`src/rtl/cpu_pkg.sv`:
```
// Shared types for the 16-bit pipelined CPU.
// Opcode/instruction aliases and the fetch FSM encoding.
package cpu_pkg;

  typedef logic [3:0]  opcode_t;
  typedef logic [15:0] instr_t;

  typedef enum logic {
    F_RUN  = 1'b0,
    F_HALT = 1'b1
  } fetch_state_e;

  localparam opcode_t OP_HALT = 4'hF;

endpackage

```
`src/rtl/fetch_pc_reg.sv`:
```
// Fetch program counter: reset, redirect, hold or increment.
// Increment wraps naturally at 2^PC_W.
module fetch_pc_reg #(
  parameter int              PC_W     = 8,
  parameter logic [PC_W-1:0] RESET_PC = '0
) (
  input  logic            clk,
  input  logic            rst,
  input  logic            hold,
  input  logic            redirect,
  input  logic [PC_W-1:0] target,
  output logic [PC_W-1:0] pc
);

  always_ff @(posedge clk) begin
    if (rst)
      pc <= RESET_PC;
    else if (redirect)
      pc <= target;
    else if (!hold)
      pc <= pc + PC_W'(1);
  end

endmodule

```
`src/rtl/fetch_stage.sv`:
```
// Instruction fetch stage: PC, ROM request and fetch/decode register.
// Define FETCH_PERF_EN to add perf_fetched / perf_stall counters.
module fetch_stage
  import cpu_pkg::*;
#(
  parameter int              PC_W      = 8,
  parameter logic [PC_W-1:0] RESET_PC  = '0,
  parameter instr_t          NOP_INSTR = 16'h0000,
  parameter opcode_t         HALT_OP   = OP_HALT
) (
  input  logic            clk,
  input  logic            rst,
  input  logic            stall,
  input  logic            branch_taken,
  input  logic [PC_W-1:0] branch_target,
  output logic [PC_W-1:0] imem_addr,
  input  instr_t          imem_rdata,
  output instr_t          instruction_decode,
  output logic [PC_W-1:0] pc_decode,
  output logic            valid_decode,
  output logic            halted
`ifdef FETCH_PERF_EN
  ,
  output logic [15:0]     perf_fetched,
  output logic [15:0]     perf_stall
`endif
);

  fetch_state_e    state;
  logic [PC_W-1:0] pc_q;
  logic [PC_W-1:0] req_pc_q;
  logic            req_valid_q;
  logic            run;
  logic            halt_hit;
  logic            pc_hold;

  assign run      = (state == F_RUN);
  assign halt_hit = run && req_valid_q
                 && (opcode_t'(imem_rdata[15:12]) == HALT_OP);
  assign pc_hold  = stall || !run || halt_hit;
  assign halted   = (state == F_HALT);

  // Re-reading the in-flight address keeps imem_rdata valid across a stall.
  assign imem_addr = (stall && !branch_taken) ? req_pc_q : pc_q;

  fetch_pc_reg #(
    .PC_W     (PC_W),
    .RESET_PC (RESET_PC)
  ) u_pc (
    .clk      (clk),
    .rst      (rst),
    .hold     (pc_hold),
    .redirect (branch_taken),
    .target   (branch_target),
    .pc       (pc_q)
  );

  always_ff @(posedge clk) begin
    if (rst) begin
      state              <= F_RUN;
      req_pc_q           <= '0;
      req_valid_q        <= 1'b0;
      instruction_decode <= NOP_INSTR;
      pc_decode          <= '0;
      valid_decode       <= 1'b0;
    end else if (branch_taken) begin
      state              <= F_RUN;
      req_valid_q        <= 1'b0;
      instruction_decode <= NOP_INSTR;
      valid_decode       <= 1'b0;
    end else if (!stall) begin
      if (!run) begin
        instruction_decode <= NOP_INSTR;
        valid_decode       <= 1'b0;
      end else begin
        pc_decode          <= req_pc_q;
        valid_decode       <= req_valid_q;
        instruction_decode <= req_valid_q ? imem_rdata : NOP_INSTR;
        if (halt_hit) begin
          state       <= F_HALT;
          req_valid_q <= 1'b0;
        end else begin
          req_pc_q    <= pc_q;
          req_valid_q <= 1'b1;
        end
      end
    end
  end

`ifdef FETCH_PERF_EN
  logic fetch_ev;
  logic stall_ev;

  assign fetch_ev = !branch_taken && !stall && run && req_valid_q;
  assign stall_ev = stall && run;

  always_ff @(posedge clk) begin
    if (rst) begin
      perf_fetched <= '0;
      perf_stall   <= '0;
    end else begin
      if (fetch_ev && perf_fetched != 16'hFFFF)
        perf_fetched <= perf_fetched + 16'd1;
      if (stall_ev && perf_stall != 16'hFFFF)
        perf_stall <= perf_stall + 16'd1;
    end
  end
`endif

endmodule
```
`config.mk`:
```
export PLATFORM = sky130hd
export DESIGN_NAME = fetch_stage
export DESIGN_NICKNAME = d
export VERILOG_FILES = /design/src/rtl/cpu_pkg.sv /design/src/rtl/fetch_pc_reg.sv /design/src/rtl/fetch_stage.sv
export SDC_FILE = /design/constraint.sdc
export NUM_CORES = 1
export LEC_CHECK = 0
export CORE_ASPECT_RATIO = 1.2
export CORE_UTILIZATION = 33
export CTS_BUF_LIST = sky130_fd_sc_hd__clkbuf_4 sky130_fd_sc_hd__clkbuf_8 sky130_fd_sc_hd__clkbuf_16
export DETAILED_ROUTE_END_ITERATION = 16
export PLACE_DENSITY_LB_ADDON = 0.15
export REMOVE_ABC_BUFFERS = 1
export SETUP_SLACK_MARGIN = 0.3
export SLEW_MARGIN = 20
export SYNTH_ARGS = -nofsm -noshare
export SYNTH_HDL_FRONTEND = slang
export SYNTH_SLANG_ARGS = --single-unit
```
`constraint.sdc`:
```
create_clock -name clk -period 2.3 [get_ports clk]
set_input_delay 0.575 -clock clk [delete_from_list [all_inputs] [get_ports clk]]
set_output_delay 0.575 -clock clk [all_outputs]
set_load 0.05 [all_outputs]
```
==> summary.txt <==
Status
  • Status: completed

Global route
  • Total congestion overflow: 0
  • First-pass GRT wire length: 7044 um
  • Vias in the first global route: 1507
  • Initial antenna violation count: 0
  • GRT Overall Usage: 16.80%
  • Largest net degree at the start of global routing: 25

Clock network
  • CTS sink cnt: 43
  • Clock Root Buffer: clkbuf_8
  • CTS Buf Count: 5
  • Worst-path clk slew: 70 ps
  • CTS tree: built
  • Maximum level of the CTS H-tree: 2
  • Clock latency on the worst-skew pair: 290 ps
  • Max clock buf depth: 2

Drt
  • Via density per instance: 4.920
  • DR iter-0 viols: 80
  • Final ANT Viol Nets: 0
  • Drt first pass iters: 4
  • Post-Route WL: 4285 um
  • Routed WL per cell: 13.18 um
  • Drt drc: 0
  • Total number of vias: 1599

Worst setup path
  • Critical path peak fanout: 8
  • Worst Setup End Kind: primary output
  • Worst EP required: 1730 ps
  • CP Data Arrival Time: 1370 ps
  • Critical path type: primary input to primary output
  • Crit start category: primary input

Finish
  • # diodes: 0
  • Finished Layout Cells: 325
  • Final core occ: 54.29%
  • Layout cell share with drive strength beyond 1: 19.25%
  • Nets: 294
  • Area Growth Syn to Fin: 55.03%
  • Fillers: 496
  • Final Cell Area: 0.002739 mm2

Power
  • Pwr dens: 566.4 mW/mm2
  • Static Leakage: 0.001248 uW
  • Design Power: 1551 uW
  • VDD IR-drop max: 0.3406 mV

Yosys
  • Yosys cell types: 32
  • Yosys reg bits: 43
  • Avg Synthesized Cell Area: 9.202 um2
  • Yosys warns: 0
  • Top cell type's share of synthesized area: 48.73%
  • Post-synthesis sequential area ratio: 48.73%
  • Cell taking the most area after synthesis: dfxtp_1
  • Cell area after synthesis: 0.001767 mm2
  • Top post-synthesis cells by count: dfxtp_1 (43), nor2_1 (36), nand2_1 (22)
  • EDFF count, synth: 0
  • Cells after Synth: 192
  • Cell with the most instances after synthesis: dfxtp_1
  • Top_reg_cell synth: dfxtp_1
  • Largest cells by area after synthesis: dfxtp_1 (49%), nor2_1 (7.6%), a22oi_1 (6.4%)
  • Post-synth ARST share: 0%

STA
  • Max_slew headroom: 66.26%
  • Final hold violations: 0
  • Setup ws final: 350.3 ps
  • Setup Viol. Count Final: 0
  • RSZ-0062 raised after global routing: true
  • Tmin final: 1950 ps
  • Layout Skew: 9.672 ps
  • Final Cycle Share: 84.77%
  • Slew @ Worst Pin: 505.2 ps
  • Final Max Slew Viols: 0
  • Max frequency: 0.5129 GHz

Place
  • RD Place Congestion: 0.7269
  • Place WS: -170.8 ps
  • Area post-placement: 0.002628 mm2
  • Placed Cells: 318
  • DP HPWL: 3129 um
  • Port Buf Inserts: 61

Hold path
  • HP Class: flip-flop to flip-flop

Floorplanning
  • Core area: 0.005045 mm2
  • Die area: 0.005652 mm2
  • # rows: 28
  • Die Width: 68.80 um
  • I/O Pins: 62
  • Die H: 82.15 um
  • Initial Util: 35.02%

Run
  • Max-cap viol count: 0
-- worst max-delay path: stages --
cell and delay [ps]:
buf_2 120, nand2_4 70, buf_12 130, mux2_4 320, buf_12 150
-- cell usage in the layout, fill, tap and decap left out, types with 2 or more instances in the layout --
| master | synthesis | final |
|---|---|---|
| dfxtp_1 | 43 | 43 |
| a22oi_1 | 15 | 15 |
| or4_1 | 2 | 2 |
| o31ai_1 | 2 | 2 |
| a311oi_1 | 3 | 3 |
| a211oi_1 | 6 | 6 |
| nand2_1 | 22 | 21 |
| nor2_1 | 36 | 36 |
| mux2_4 | 0 | 8 |
| o21ai_1 | 0 | 2 |
| a21oi_1 | 12 | 12 |
| buf_12 | 0 | 10 |
| xor2_1 | 2 | 2 |
| dlymetal6s2s_1 | 0 | 5 |
| dlygate4sd2_1 | 0 | 20 |
| o211ai_1 | 2 | 2 |
| clkbuf_8 | 0 | 6 |
| buf_4 | 1 | 15 |
| mux2i_1 | 9 | 9 |
| xnor2_1 | 2 | 2 |
| clkdlybuf4s50_1 | 0 | 25 |
-- report_power, final --
group	switching, uW	leakage (uW)	internal, uW	total (uW)
Clock	243	0.0000470	236	479
Combinational	137	0.000852	149	286
Sequential	21.8	0.000349	764	786
-- final cells by class --
cell class	count	area, um2	area share, %
clock buffer	6	82.58	3.015
clock inverter	1	5.005	0.1827
inverter	1	6.256	0.2284
multi-input combinational	137	892.1	32.57
sequential	43	860.8	31.43
tap	60	75.07	2.741
timing repair buffer	77	817.0	29.83
-- what timing repair did --
| item | CTS | global route |
|---|---|---|
| gates resized for setup | 38 | 11 |
| endpoints found under the setup margin | 33 | 17 |
| hold buffers | 0 | 0 |
| buffers inserted | 0 | 0 |
| pin swaps | 1 | 3 |
-- per-layer routing --
layer  wire (um)  vias to the layer above  global-route usage, %
li1            -                      823                      -
met1        1955                      731                  21.05
met2        2044                       40                  27.35
met3         231                        5                  5.357
met4          54                        0                  4.898
met5           0                        -                      0
-- cell families (layout without fill, tap and decap cells) --
kind of cell	Yosys count	after routing	share of synthesized area, %
compound gates	45	45	17.21
xor+xnor	4	4	1.983
buf+inv	12	85	3.187
fa+ha+maj	1	1	0.7081
mux	17	17	10.20
simple gates	70	70	17.99
flops	43	43	48.73
-- registers in the layout, summed over array words and instances, names as in the netlist --
signal,cells
halted,1
instruction_decode,16
pc_decode,8
req_pc_q,8
req_valid_q,1
u_pc.pc,8
valid_decode,1
-- final timing paths --
check                                    to  cells past startpoint                      start  slack, ps
setup / recovery               imem_addr[4]                      5                      stall        350
hold / removal    pc_decode[2]$_SDFFE_PP0P_                      2  pc_decode[2]$_SDFFE_PP0P_        450
setup reg to reg    u_pc.pc[4]$_SDFFE_PP0P_                      6    u_pc.pc[1]$_SDFFE_PP0P_        500
hold reg to reg   pc_decode[2]$_SDFFE_PP0P_                      2  pc_decode[2]$_SDFFE_PP0P_        450
-- stage by stage --
stage	hold WS, ps	setup TNS (ps)
after global placement	443.6	-1700
after floorplan	436.0	0
final	453.6	0
after global routing	470.6	0
after detailed placement	448.7	-1759
after CTS	458.7	0
Note: power is estimated with default switching activity, not from simulation.
